==> config.mk <==
export PLATFORM = sky130hd
export DESIGN_NAME = cpu_cu
export DESIGN_NICKNAME = d
export VERILOG_FILES = /design/src/rtl/cpu_cu.sv
export SDC_FILE = /design/constraint.sdc
export NUM_CORES = 1
export LEC_CHECK = 0
export ABC_AREA = 1
export CORE_ASPECT_RATIO = 0.7
export CORE_MARGIN = 2
export CORE_UTILIZATION = 35
export CTS_CLUSTER_SIZE = 16
export DETAILED_ROUTE_END_ITERATION = 6
export GPL_TIMING_DRIVEN = 0
export PLACE_DENSITY_LB_ADDON = 0.05
export SLEW_MARGIN = 10
export SYNTH_ARGS = -nofsm -noshare
export SYNTH_HDL_FRONTEND = slang
export SYNTH_SLANG_ARGS = --single-unit
==> constraint.sdc <==
create_clock -name clk -period 1.2 [get_ports clk]
set_input_delay 0.12 -clock clk [delete_from_list [all_inputs] [get_ports clk]]
set_output_delay 0.12 -clock clk [all_outputs]
set_load 0.1 [all_outputs]
==> src/rtl/cpu_cu.sv <==
// ---------------------------------------------------------------------------
// cpu_cu -- control unit for the CPU execution unit (EU).
//
// Runs every instruction as three cycles: FETCH, DECODE, EX. Every control
// output is a combinational decode of the current state and the instruction
// register, so an asynchronous reset drops all of them immediately. The only
// storage is the state register and the latched ALU flags {C,N,Z}. The
// latched flags, not the live EU flags, decide conditional branches.
//
// Ports
//   clk        in   system clock, rising edge
//   reset      in   asynchronous reset, active low
//   ir[15:0]   in   instruction register contents from the EU
//   C, N, Z    in   live ALU carry / negative / zero from the EU
//   ir_ld      out  load instruction register
//   pc_inc     out  increment PC
//   pc_ld      out  load PC from the PC mux
//   pc_sel     out  PC mux: 1 = D_out, 0 = PC + sext(ir[7:0])
//   adr_sel    out  address mux: 1 = register address, 0 = PC
//   W_En       out  register-file write enable
//   S_Sel      out  S operand: 1 = memory data, 0 = register
//   W_Adr[2:0] out  register-file write address
//   R_Adr[2:0] out  register-file R read address
//   S_Adr[2:0] out  register-file S read address
//   Alu_Op[3:0] out ALU operation
//   mr_en      out  memory read enable
//   mw_en      out  memory write enable
//   instr_done out  one-cycle pulse when an instruction retires
//   illegal    out  sticky illegal-opcode indicator
//   dbg_state  out  current FSM state encoding
// ---------------------------------------------------------------------------
module cpu_cu #(
    parameter logic [3:0] ALU_PASS_S       = 4'h0,
    parameter logic [3:0] RESET_STATE_CODE = 4'h0
) (
    input  logic        clk,
    input  logic        reset,
    input  logic [15:0] ir,
    input  logic        C,
    input  logic        N,
    input  logic        Z,
    output logic        ir_ld,
    output logic        pc_inc,
    output logic        pc_ld,
    output logic        pc_sel,
    output logic        adr_sel,
    output logic        W_En,
    output logic        S_Sel,
    output logic [2:0]  W_Adr,
    output logic [2:0]  R_Adr,
    output logic [2:0]  S_Adr,
    output logic [3:0]  Alu_Op,
    output logic        mr_en,
    output logic        mw_en,
    output logic        instr_done,
    output logic        illegal,
    output logic [3:0]  dbg_state
);

    localparam logic [3:0] ST_RESET   = RESET_STATE_CODE;
    localparam logic [3:0] ST_FETCH   = 4'h1;
    localparam logic [3:0] ST_DECODE  = 4'h2;
    localparam logic [3:0] ST_EX_ALU  = 4'h3;
    localparam logic [3:0] ST_EX_LD   = 4'h4;
    localparam logic [3:0] ST_EX_ST   = 4'h5;
    localparam logic [3:0] ST_EX_BR   = 4'h6;
    localparam logic [3:0] ST_EX_JR   = 4'h7;
    localparam logic [3:0] ST_HALT    = 4'h8;
    localparam logic [3:0] ST_ILLEGAL = 4'h9;

    localparam logic [6:0] OP_LD   = 7'h10;
    localparam logic [6:0] OP_ST   = 7'h11;
    localparam logic [6:0] OP_BR   = 7'h20;
    localparam logic [6:0] OP_BEQ  = 7'h21;
    localparam logic [6:0] OP_BNE  = 7'h22;
    localparam logic [6:0] OP_BC   = 7'h23;
    localparam logic [6:0] OP_BN   = 7'h24;
    localparam logic [6:0] OP_JR   = 7'h28;
    localparam logic [6:0] OP_HALT = 7'h7F;

    logic [3:0] state_q, state_d;
    logic [2:0] flags_q, flags_d;   // {C, N, Z}

    logic [6:0] op;
    logic [2:0] wa, ra, sa;
    logic       br_taken;

    assign op = ir[15:9];
    assign wa = ir[8:6];
    assign ra = ir[5:3];
    assign sa = ir[2:0];

    // Branch condition on the latched flags; BR is unconditional.
    always_comb begin
        br_taken = 1'b0;
        case (op)
            OP_BR:   br_taken = 1'b1;
            OP_BEQ:  br_taken = flags_q[0];
            OP_BNE:  br_taken = ~flags_q[0];
            OP_BC:   br_taken = flags_q[2];
            OP_BN:   br_taken = flags_q[1];
            default: br_taken = 1'b0;
        endcase
    end

    // State and flag registers.
    always_ff @(posedge clk or negedge reset) begin
        if (!reset) begin
            state_q <= ST_RESET;
            flags_q <= 3'b000;
        end else begin
            state_q <= state_d;
            flags_q <= flags_d;
        end
    end

    // Next-state and flag-update logic.
    always_comb begin
        state_d = ST_RESET;
        flags_d = flags_q;
        case (state_q)
            ST_RESET:  state_d = ST_FETCH;
            ST_FETCH:  state_d = ST_DECODE;
            ST_DECODE: begin
                if (op[6:4] == 3'b000) begin
                    state_d = ST_EX_ALU;
                end else begin
                    case (op)
                        OP_LD:   state_d = ST_EX_LD;
                        OP_ST:   state_d = ST_EX_ST;
                        OP_BR, OP_BEQ, OP_BNE, OP_BC, OP_BN:
                                 state_d = ST_EX_BR;
                        OP_JR:   state_d = ST_EX_JR;
                        OP_HALT: state_d = ST_HALT;
                        default: state_d = ST_ILLEGAL;
                    endcase
                end
            end
            ST_EX_ALU: begin
                state_d = ST_FETCH;
                flags_d = {C, N, Z};
            end
            ST_EX_LD, ST_EX_ST, ST_EX_BR, ST_EX_JR:
                       state_d = ST_FETCH;
            ST_HALT:    state_d = ST_HALT;
            ST_ILLEGAL: state_d = ST_ILLEGAL;
            default:    state_d = ST_RESET;
        endcase
    end

    // Output decode: everything defaults to 0, each state raises its set.
    always_comb begin
        ir_ld      = 1'b0;
        pc_inc     = 1'b0;
        pc_ld      = 1'b0;
        pc_sel     = 1'b0;
        adr_sel    = 1'b0;
        W_En       = 1'b0;
        S_Sel      = 1'b0;
        W_Adr      = 3'd0;
        R_Adr      = 3'd0;
        S_Adr      = 3'd0;
        Alu_Op     = 4'h0;
        mr_en      = 1'b0;
        mw_en      = 1'b0;
        instr_done = 1'b0;
        illegal    = 1'b0;
        case (state_q)
            ST_FETCH: begin
                mr_en  = 1'b1;
                ir_ld  = 1'b1;
                pc_inc = 1'b1;
            end
            ST_DECODE: begin
                W_Adr = wa;
                R_Adr = ra;
                S_Adr = sa;
            end
            ST_EX_ALU: begin
                W_En       = 1'b1;
                Alu_Op     = op[3:0];
                W_Adr      = wa;
                R_Adr      = ra;
                S_Adr      = sa;
                instr_done = 1'b1;
            end
            ST_EX_LD: begin
                adr_sel    = 1'b1;
                R_Adr      = ra;
                mr_en      = 1'b1;
                S_Sel      = 1'b1;
                Alu_Op     = ALU_PASS_S;
                W_En       = 1'b1;
                W_Adr      = wa;
                instr_done = 1'b1;
            end
            ST_EX_ST: begin
                adr_sel    = 1'b1;
                R_Adr      = ra;
                S_Adr      = sa;
                Alu_Op     = ALU_PASS_S;
                mw_en      = 1'b1;
                instr_done = 1'b1;
            end
            ST_EX_BR: begin
                pc_ld      = br_taken;
                instr_done = 1'b1;
            end
            ST_EX_JR: begin
                S_Adr      = sa;
                Alu_Op     = ALU_PASS_S;
                pc_sel     = 1'b1;
                pc_ld      = 1'b1;
                instr_done = 1'b1;
            end
            ST_ILLEGAL: illegal = 1'b1;
            default: ;
        endcase
    end

    assign dbg_state = state_q;

endmodule

==> results of run 1 <==
==> synth_stat cells, drive strengths merged <==
cell type,number,area (um2)
nand3b,2,15.0
nor3,2,10.0
inv,29,111
o21ai,6,30.0
a31oi,1,6.26
nand2,23,96.4
dfrtp,7,175
nor2,40,175
nand3,16,90.1
buf,1,7.51
a21oi,1,8.76
==> logic make-up after synthesis <==
group | share of synthesized area
AND/OR/NAND/NOR | 0.533
buffers and inverters | 0.164
flip-flops | 0.241
AO/OA/AOI/OAI | 0.0621
==> stage by stage <==
step                      std cells  instance area, um2
after floorplan                 128                 942
after global placement          198                1450
after detailed placement        198                1450
==> qor.csv, run 1 <==
stage,metric,value,unit
placed_design,place_congestion,0.863,
clock_network,post_cts.repair.setup_buffers,28,
logic_synthesis,yosysWarnings,0,
placed_design,portBuffers,48,
clock_network,clock_path_buffers,2,
logic_synthesis,yosys_register_bits,7,
logic_synthesis,postSynthAreaPerCell,5.67,um2
clock_network,h-tree-depth,1,
logic_synthesis,yosysUniqueCellTypes,19,
die,dieHeight,42.1,um
die,die_w,58.4,um
clock_network,hold_buffers,0,
die,boundaryPins,49,
clock_network,cts-root-buf,clkbuf_4,
clock_network,numCtsBuffers,3,
outcome,failed_stage,clock tree synthesis (4_1_cts),
outcome,error,"[ERROR DPL-0038] Utilization greater than 100%, impossible to legalize",
clock_network,clock_sinks,7,
placed_design,hpwlAfterDp,2100,um
logic_synthesis,syn-num-nets,149,
logic_synthesis,syn-instance-count,128,
outcome,status,did not finish,
logic_synthesis,synth.cell_area,726,um2
die,start_util,0.381,
placed_design,place_ws,-1.49,ns
logic_synthesis,seq_area_frac_synth,0.241,
die,rows,13,
clock_network,post_cts_resized,268,
==> run 2: changes to the inputs <==
Settings changed: CORE_AREA set to 2 2 63 65, CORE_ASPECT_RATIO 0.7 to unset, CORE_MARGIN 2 to unset, CORE_UTILIZATION 35 to unset, CTS_CLUSTER_SIZE 16 to unset, DIE_AREA set to 0 0 65 67, PLACE_DENSITY_LB_ADDON 0.05 to 0.15.
==> run 2 against run 1 <==
The flow now finishes, with violations (setup timing). Area after synthesis did not move. Synthesized cell count did not move.
==> qor.csv, run 2 <==
stage,metric,value,unit
logic_synthesis,syn-instance-count,128,
route,first_iter_violations,23,
setup_path,crit_fanout,5,
timing,setup_viol,30,
timing,grt_setup_unrepaired,yes,
global_routing,grt_use_met1,0.131,
timing,slew_headroom,0.363,
timing,fin_tns_setup,-11.22,ns
logic_synthesis,async_flop_share,1.00,
pwr,p_per_area,2220,nW/um2
pwr,total_power,4.57,mW
pwr,combPwrFrac,0.812,
global_routing,grt.busiest_layer,met2,
pwr,seqPwrFrac,0.115,
setup_path,critical-path-top-delay-family,flip-flops,
timing,skew,0.00198,ns
logic_synthesis,synth.most_common_cell,nor2_1,
logic_synthesis,synth.cell_area,726,um2
clock_network,cts_tree,built,
pwr,power.internal,1.84,mW
die,dieHeight,67,um
setup_path,worstPathRequired,1.08,ns
clock_network,hold_buffers,0,
global_routing,grt_use_met2,0.299,
clock_network,h-tree-depth,1,
clock_network,clock_path_buffers,2,
setup_path,cp.depth,9,
route,drc_errors,0,
die,start_util,0.201,
outcome,violations,setup timing,
logic_synthesis,yosysTopAreaCell,dfrtp_1,
logic_synthesis,yosys_register_bits,7,
global_routing,grt_max_degree,8,
pwr,p_leak,0.933,nW
global_routing,gr-usage-all-layers,0.143,
logic_synthesis,yosysUniqueCellTypes,19,
outcome,status,finished with violations,
setup_path,reg2reg_depth,8,
final_layout,instances_no_fill,255,
timing,tightestPinTransition,0.959,ns
logic_synthesis,synth-edff-count,0,
run,drv_cap,0,
logic_synthesis,syn-num-nets,149,
setup_path,cp-end-kind,primary output,
pwr,power_frac_clock,0.073,
die,die_w,65,um
final_layout,largest_reg_flops,4,
setup_path,arrival,1.58,ns
route,post_drt_wl_per_cell,11.9,um
pwr,ir_worst_vdd,742,uV
placed_design,postPlaceCellArea,1480,um2
final_layout,final_cell_area,2060,um2
global_routing,grt_overflow,0,
setup_path,cpMaxStageDelayCell,dfrtp_4,
final_layout,n_antenna_cell,0,
route,wl,3040,um
global_routing,grt_pass1_wl,4780,um
final_layout,postLayoutCoreUtil,0.570,
logic_synthesis,postSynthAreaPerCell,5.67,um2
global_routing,grt_pass1_vias,1097,
setup_path,cpMostUsedCell,nor2_4,
setup_path,crit_path_start_kind,flop,
die,coreArea,3610,um2
clock_network,cts-root-buf,clkbuf_8,
logic_synthesis,dominantRegCellSynth,dfrtp_1,
clock_network,clock_sinks,7,
timing,fmax,587,MHz
global_routing,grt_use_met3,0.0422,
global_routing,antenna_found_initial,0,
logic_synthesis,yosysWarnings,0,
setup_path,worstPathCellList,inv_4 -> nor2_4 -> inv_4 -> nor2_4 -> nand2_4 -> inv_12 -> a21oi_4 -> nor2_4 -> buf_12,
final_layout,area_delta_synth_final,183,%
die,rows,22,
setup_path,path_class,flop to primary output,
route,ant_nets,0,
route,via_count,1084,
clock_network,clk_latency,0.23,ns
logic_synthesis,synthTopCellsByArea,"dfrtp_1, nor2_1, inv_1",
placed_design,hpwlAfterDp,2020,um
logic_synthesis,synth_top_area_frac,0.241,
final_layout,final_common_cell,nor2_4,
placed_design,place_congestion,0.810,
timing,min_period,1.70,ns
timing,fin_hold_ws,0.153,ns
logic_synthesis,synth_common_cells,"nor2_1, inv_1, nand2_1",
final_layout,fin_nets,229,
timing,hold_viol_final,0,
final_layout,final_cell_mix,"nor2_4, buf_4, buf_12",
setup_path,crit_buf_inv,4,
timing,finalCritPeriodShare,1.42,
route,dr.pass1.iters,4,
placed_design,portBuffers,48,
pwr,swShare,0.598,
route,vias_per_cell,4.25,
clock_network,numCtsBuffers,3,
timing,fin_ws,-0.505,ns
final_layout,layout-drive-gt1-share,0.570,
placed_design,place_ws,-1.48,ns
logic_synthesis,seq_area_frac_synth,0.241,
die,boundaryPins,49,
setup_path,slowest_delay,0.50,ns
pwr,switchingPower,2.73,mW
placed_design,dp_cells,224,
timing,slew_viol_final,0,
clock_network,path_clk_slew,0.04,ns
die,dieArea,4360,um2
worst_hold_path,holdCritPathClass,input port to async pin,
run 2: cell counts after synthesis:
No cell type changed its count.
run 2: path summary, 6_finish.rpt:
path                                   start           end  slack (ns)
max in group asynchronous              reset  dbg_state[2]        0.78
min in group clk                      ir[15]  dbg_state[3]        0.43
worst max-delay path            dbg_state[2]      W_Adr[1]       -0.50
worst min register to register    flags_q[2]    flags_q[2]        0.49
worst max register to register  dbg_state[2]  dbg_state[0]       -0.19
worst min-delay path                   reset    flags_q[1]        0.15
run 2: what timing repair did:
| item | CTS | global route |
|---|---|---|
| pin swaps | 9 | 10 |
| setup endpoints to repair | 35 | 33 |
| setup buffers | 19 | 11 |
| resized for setup | 263 | 12 |
run 2: layout make-up:
class	instances	area [um2]
clock buffers	4	45.0
fillers	323	1550
inverters	29	134
multi-input cells	91	692
flip-flops and latches	7	190
well taps	48	60.1
repair buffers	76	936
run 2: cell families after synthesis:
family	share of synthesized area
and+or+nand+nor	0.533
buffers and inverters	0.164
AOI/OAI and AO/OA	0.0621
DFF	0.241
run 2: per-layer routing:
metal | part of all wire | vias up | wire, um
li1 | - | 543 | -
met1 | 0.35 | 491 | 1060
met2 | 0.56 | 45 | 1710
met3 | 0.077 | 5 | 234
met4 | 0.0096 | 0 | 29
met5 | 0 | - | 0
run 2: worst reg2reg max path, cell delays in order, from the launching register on:
cell and delay (ns):
dfrtp_4 0.44, inv_4 0.05, buf_4 0.12, buf_4 0.12
nand3_1 0.16, nor2_4 0.07, buf_4 0.14, nor2_4 0.10
nand3_2 0.07
run 2: power groups by stage:
stage / Sequential, mW / Combinational, mW / Clock, mW
5_1_grt: 0.539 / 3.86 / 0.363
6_report: 0.523 / 3.71 / 0.335
2_1_floorplan: 0.807 / 2.05 / 0
3_3_place_gp: 0.510 / 2.95 / 0
3_5_place_dp: 0.506 / 2.96 / 0
4_1_cts: 0.516 / 3.60 / 0.341
(Power assumes the default switching activity.)
==> run 3: changes to the inputs <==
Settings changed: CTS_BUF_LIST set to sky130_fd_sc_hd__clkbuf_16.
==> run 3 against run 2 <==
The run still ends with setup timing left. Utilization increased by 1.2 points. Design area increased by 2.1%. Via count increased by 0.28%. Count of clock-buffer cells in the layout decreased by 1. Combinational power about the same. Cell count increased by 0.39%. Sequential power decreased by 1%. Clock skew decreased by 0.0017 ns. Power increased by 4.1%. Register-to-register slack about the same. Sequential share of layout area decreased by 0.19 points. First-iteration DRC count decreased by 30%.
==> qor.csv, run 3 (synthesis gave the netlist of run 2 again) <==
stage,metric,value,unit
outcome,status,finished with violations,
outcome,violations,setup timing,
setup_path,worstPathRequired,1.08,ns
placed_design,postPlaceCellArea,1480,um2
pwr,power_frac_clock,0.116,
die,start_util,0.201,
timing,grt_setup_unrepaired,yes,
route,via_count,1087,
route,first_iter_violations,16,
setup_path,arrival,1.57,ns
route,wl,2960,um
worst_hold_path,holdCritPathClass,input port to async pin,
final_layout,final_common_cell,nor2_4,
clock_network,cts_tree,built,
pwr,p_per_area,2270,nW/um2
clock_network,cts-root-buf,clkbuf_16,
setup_path,r2r-start,dbg_state[2],
route,ant_nets,0,
setup_path,slowest_delay,0.50,ns
placed_design,place_ws,-1.48,ns
setup_path,cpMaxStageDelayCell,dfrtp_4,
global_routing,gr-usage-all-layers,0.143,
timing,tightestPinTransition,0.959,ns
clock_network,numCtsBuffers,3,
timing,fin_ws,-0.494,ns
clock_network,hold_buffers,0,
timing,fmax,590,MHz
setup_path,path_class,flop to primary output,
die,dieHeight,67,um
final_layout,final_cell_area,2100,um2
clock_network,clock_path_buffers,2,
placed_design,dp_cells,224,
clock_network,clock_sinks,7,
final_layout,instances_no_fill,256,
pwr,p_leak,0.960,nW
route,vias_per_cell,4.25,
die,dieArea,4360,um2
final_layout,n_antenna_cell,0,
timing,slew_viol_final,0,
route,post_drt_wl_per_cell,11.6,um
final_layout,fin_nets,230,
route,drc_errors,0,
die,die_w,65,um
final_layout,layout-drive-gt1-share,0.572,
die,coreArea,3610,um2
run,drv_cap,0,
timing,slew_headroom,0.363,
timing,hold_viol_final,0,
global_routing,grt_overflow,0,
pwr,switchingPower,2.74,mW
placed_design,portBuffers,48,
final_layout,fill_cells,325,
pwr,power.internal,2.01,mW
final_layout,final_cell_mix,"nor2_4, buf_4, buf_12",
setup_path,worstPathCellList,inv_4 -> nor2_4 -> inv_4 -> nor2_4 -> nand2_4 -> inv_12 -> a21oi_4 -> nor2_4 -> buf_12,
clock_network,h-tree-depth,1,
pwr,ir_worst_vdd,1020,uV
global_routing,grt_pass1_vias,1078,
setup_path,crit_start,dbg_state[2],
placed_design,hpwlAfterDp,2020,um
route,dr.pass1.iters,4,
global_routing,grt_max_degree,8,
clock_network,clk_latency,0.23,ns
timing,min_period,1.69,ns
placed_design,place_congestion,0.810,
timing,setup_viol,31,
setup_path,cpMostUsedCell,nor2_4,
die,boundaryPins,49,
final_layout,area_delta_synth_final,189,%
timing,skew,0.000299,ns
final_layout,largest_reg_flops,4,
pwr,combPwrFrac,0.775,
pwr,seqPwrFrac,0.109,
setup_path,crit_path_start_kind,flop,
pwr,swShare,0.576,
die,rows,22,
clock_network,path_clk_slew,0.04,ns
timing,finalCritPeriodShare,1.41,
setup_path,cp-end-kind,primary output,
setup_path,crit_fanout,5,
global_routing,antenna_found_initial,0,
global_routing,grt_pass1_wl,4760,um
run 3: final timing paths:
path	end	slack, ns	cells after the start
min in group clk	dbg_state[3]	0.43	5
worst max-delay path	W_Adr[1]	-0.49	9
worst min-delay path	flags_q[1]	0.16	1
max in group asynchronous	dbg_state[2]	0.77	1
worst min register to register	flags_q[2]	0.49	2
worst max register to register	dbg_state[0]	-0.19	8
run 3: power groups by stage:
| stage | logic (mW) | clock network [mW] | registers (mW) |
|---|---|---|---|
| 4_1_cts | 3.61 | 0.559 | 0.516 |
| 3_3_place_gp | 2.95 | 0 | 0.510 |
| 6_report | 3.69 | 0.553 | 0.516 |
| 3_5_place_dp | 2.96 | 0 | 0.506 |
| 5_1_grt | 3.84 | 0.579 | 0.538 |
| 2_1_floorplan | 2.05 | 0 | 0.807 |
run 3: area by class of cell:
type	count	area, um2	area share
Clock buffer	3	75.1	0.0358
Tap cell	48	60.1	0.0286
Sequential cell	7	190	0.0906
Clock inverter	1	3.75	0.00179
Inverter	29	134	0.0638
Multi-Input combinational cell	91	696	0.331
Timing Repair Buffer	77	941	0.448
run 3: critical path, delay by kind of cell, from the launching register on:
family / cells / cell delay [ns]
compound gates: 1 / 0.23
buf+inv: 4 / 0.35
flops: 1 / 0.50
simple gates: 4 / 0.27
run 3: metrics by stage:
step | setup TNS (ns) | power (mW) | util | hold WS, ns
floorplan | -18.82 | 2.85 | - | -0.176
global placement | -32.45 | 3.46 | 0.411 | 0.392
detailed placement | -32.56 | 3.47 | 0.411 | 0.407
CTS | -11.55 | 4.68 | 0.556 | 0.170
global route | -13.59 | 4.96 | 0.582 | 0.177
finish | -12.01 | 4.76 | 0.582 | 0.156
run 3: layer usage:
layer / global-route usage / part of all wire / up-vias
met5: 0 / 0 / -
li1: - / - / 549
met2: 0.295 / 0.56 / 46
met3: 0.0456 / 0.078 / 3
met1: 0.137 / 0.36 / 489
met4: 0.0239 / 0.0071 / 0
run 3: timing repair:
item	4_1_cts	5_1_grt
resized for setup	261	10
buffers inserted	21	9
pin swaps	9	9
setup endpoints to repair	35	33
endpoints found under the hold margin	0	0
==> run 4: changes to the inputs <==
Settings changed: CORE_AREA 2 2 63 65 to 3 3 64 66, DIE_AREA 0 0 65 67 to 0 0 67 69, PLACE_DENSITY_LB_ADDON 0.15 to unset.
==> run 4 against run 3 <==
The flow still finishes with violations (setup timing). Via count decreased by 0.46%. Non-clock buffer count is 8 lower. Highest routed layer unchanged. Wire length grew 2.3%. Clock skew barely moved. Critical path depth decreased by 3. Utilization fell by 0.68 points. Worst setup slack got worse by 0.033 ns. Sequential power rose by 1%. Clock power rose by 3%. Critical endpoint is now S_Adr[0].
==> qor.csv, run 4 (synthesis gave the netlist of run 2 again) <==
stage,metric,value,unit
pwr,p_per_area,2400,nW/um2
timing,setup_viol,31,
final_layout,final_common_cell,buf_12,
final_layout,layout-drive-gt1-share,0.560,
timing,fin_ws,-0.527,ns
setup_path,reg2reg_depth,8,
run,drv_cap,0,
global_routing,grt_overflow,0,
setup_path,crit_path_start_kind,flop,
timing,hold_viol_final,0,
route,vias_per_cell,4.36,
final_layout,fill_cells,312,
setup_path,path_class,flop to primary output,
pwr,switchingPower,2.81,mW
final_layout,largest_reg_flops,4,
setup_path,arrival,1.61,ns
timing,slew_viol_final,0,
setup_path,worstPathRequired,1.08,ns
final_layout,area_delta_synth_final,188,%
pwr,ir_worst_vdd,838,uV
pwr,p_leak,0.922,nW
timing,fin_tns_setup,-11.92,ns
global_routing,grt_max_degree,9,
timing,fmax,579,MHz
clock_network,cts-root-buf,clkbuf_16,
global_routing,antenna_found_initial,0,
global_routing,grt_pass1_wl,4320,um
timing,tightestPinTransition,0.958,ns
timing,min_period,1.73,ns
clock_network,clock_path_buffers,2,
final_layout,n_antenna_cell,0,
global_routing,gr-usage-all-layers,0.118,
setup_path,cp-end-kind,primary output,
clock_network,h-tree-depth,1,
die,dieArea,4620,um2
die,dieHeight,69,um
setup_path,crit_fanout,6,
worst_hold_path,holdCritPathClass,input port to async pin,
pwr,seqPwrFrac,0.104,
outcome,status,finished with violations,
clock_network,clock_sinks,7,
route,ant_nets,0,
die,coreArea,3630,um2
timing,grt_setup_unrepaired,yes,
pwr,power_frac_clock,0.113,
route,wl,3030,um
global_routing,grt_pass1_vias,1017,
clock_network,cts_tree,built,
route,dr.pass1.iters,4,
final_layout,final_cell_mix,"buf_12, nor2_4, inv_1",
pwr,power.internal,2.20,mW
clock_network,path_clk_slew,0.04,ns
die,die_w,67,um
placed_design,portBuffers,48,
final_layout,postLayoutCoreUtil,0.575,
pwr,swShare,0.561,
clock_network,numCtsBuffers,3,
timing,fin_hold_ws,0.161,ns
die,boundaryPins,49,
die,start_util,0.200,
final_layout,fin_nets,222,
outcome,violations,setup timing,
pwr,total_power,5.01,mW
placed_design,hpwlAfterDp,2010,um
route,via_count,1082,
route,first_iter_violations,18,
route,drc_errors,0,
placed_design,place_congestion,0.850,
clock_network,clk_latency,0.23,ns
timing,finalCritPeriodShare,1.44,
die,rows,22,
timing,skew,0.000651,ns
pwr,combPwrFrac,0.783,
route,post_drt_wl_per_cell,12.2,um
timing,slew_headroom,0.364,
## run 4: stage by stage
step	instance area, um2	setup slack [ns]	std cells
after floorplan	942	-1.27	128
after CTS	1970	-0.504	241
final	2090	-0.527	248
after global placement	1480	-1.47	224
after global routing	2090	-0.585	248
after detailed placement	1480	-1.46	224
## run 4: worst paths after layout
check	start	endpoint	slack (ns)
worst max-delay path	dbg_state[3]	S_Adr[0]	-0.53
worst max register to register	dbg_state[1]	dbg_state[0]	-0.25
worst min-delay path	reset	flags_q[0]	0.16
max in group asynchronous	reset	dbg_state[3]	0.75
min in group clk	ir[15]	dbg_state[3]	0.40
worst min register to register	flags_q[1]	flags_q[1]	0.48
## run 4: area by class of cell
cell class	instances	area [um2]	area share
Clock buffer	3	75.1	0.0359
Clock inverter	1	3.75	0.00180
Inverter	29	136	0.0652
Timing Repair Buffer	68	923	0.442
Buffer	1	20.0	0.00958
Multi-Input combinational cell	91	682	0.326
Sequential cell	7	190	0.0910
Tap cell	48	60.1	0.0287
## run 4: power by group through the flow
stage               Sequential (mW)  Clock (mW)  Combinational, mW
floorplan                     0.807           0               2.05
global placement              0.501           0               2.94
detailed placement            0.502           0               2.96
CTS                           0.507       0.573               3.75
global route                  0.538       0.595               4.06
finish                        0.521       0.568               3.92
## run 4: metal layers
metal	wire length, um	vias up	global-route usage
li1	-	531	-
met1	1040	512	0.128
met2	1750	30	0.216
met3	150	9	0.0391
met4	83	0	0.0203
met5	0	-	0
## run 4: timing repair
action / CTS / global route
gates resized for setup: 265 / 18
pin swaps: 10 / 7
hold buffers: 0 / 0
buffers inserted: 13 / 7
endpoints found under the setup margin: 35 / 34
## run 4: critical path: stages, from the launching register on
cell and delay (ns):
dfrtp_4 0.50, nor2_4 0.12, clkinv_4 0.10, o21ai_0 0.21
inv_2 0.12, nor2_4 0.13, buf_12 0.18
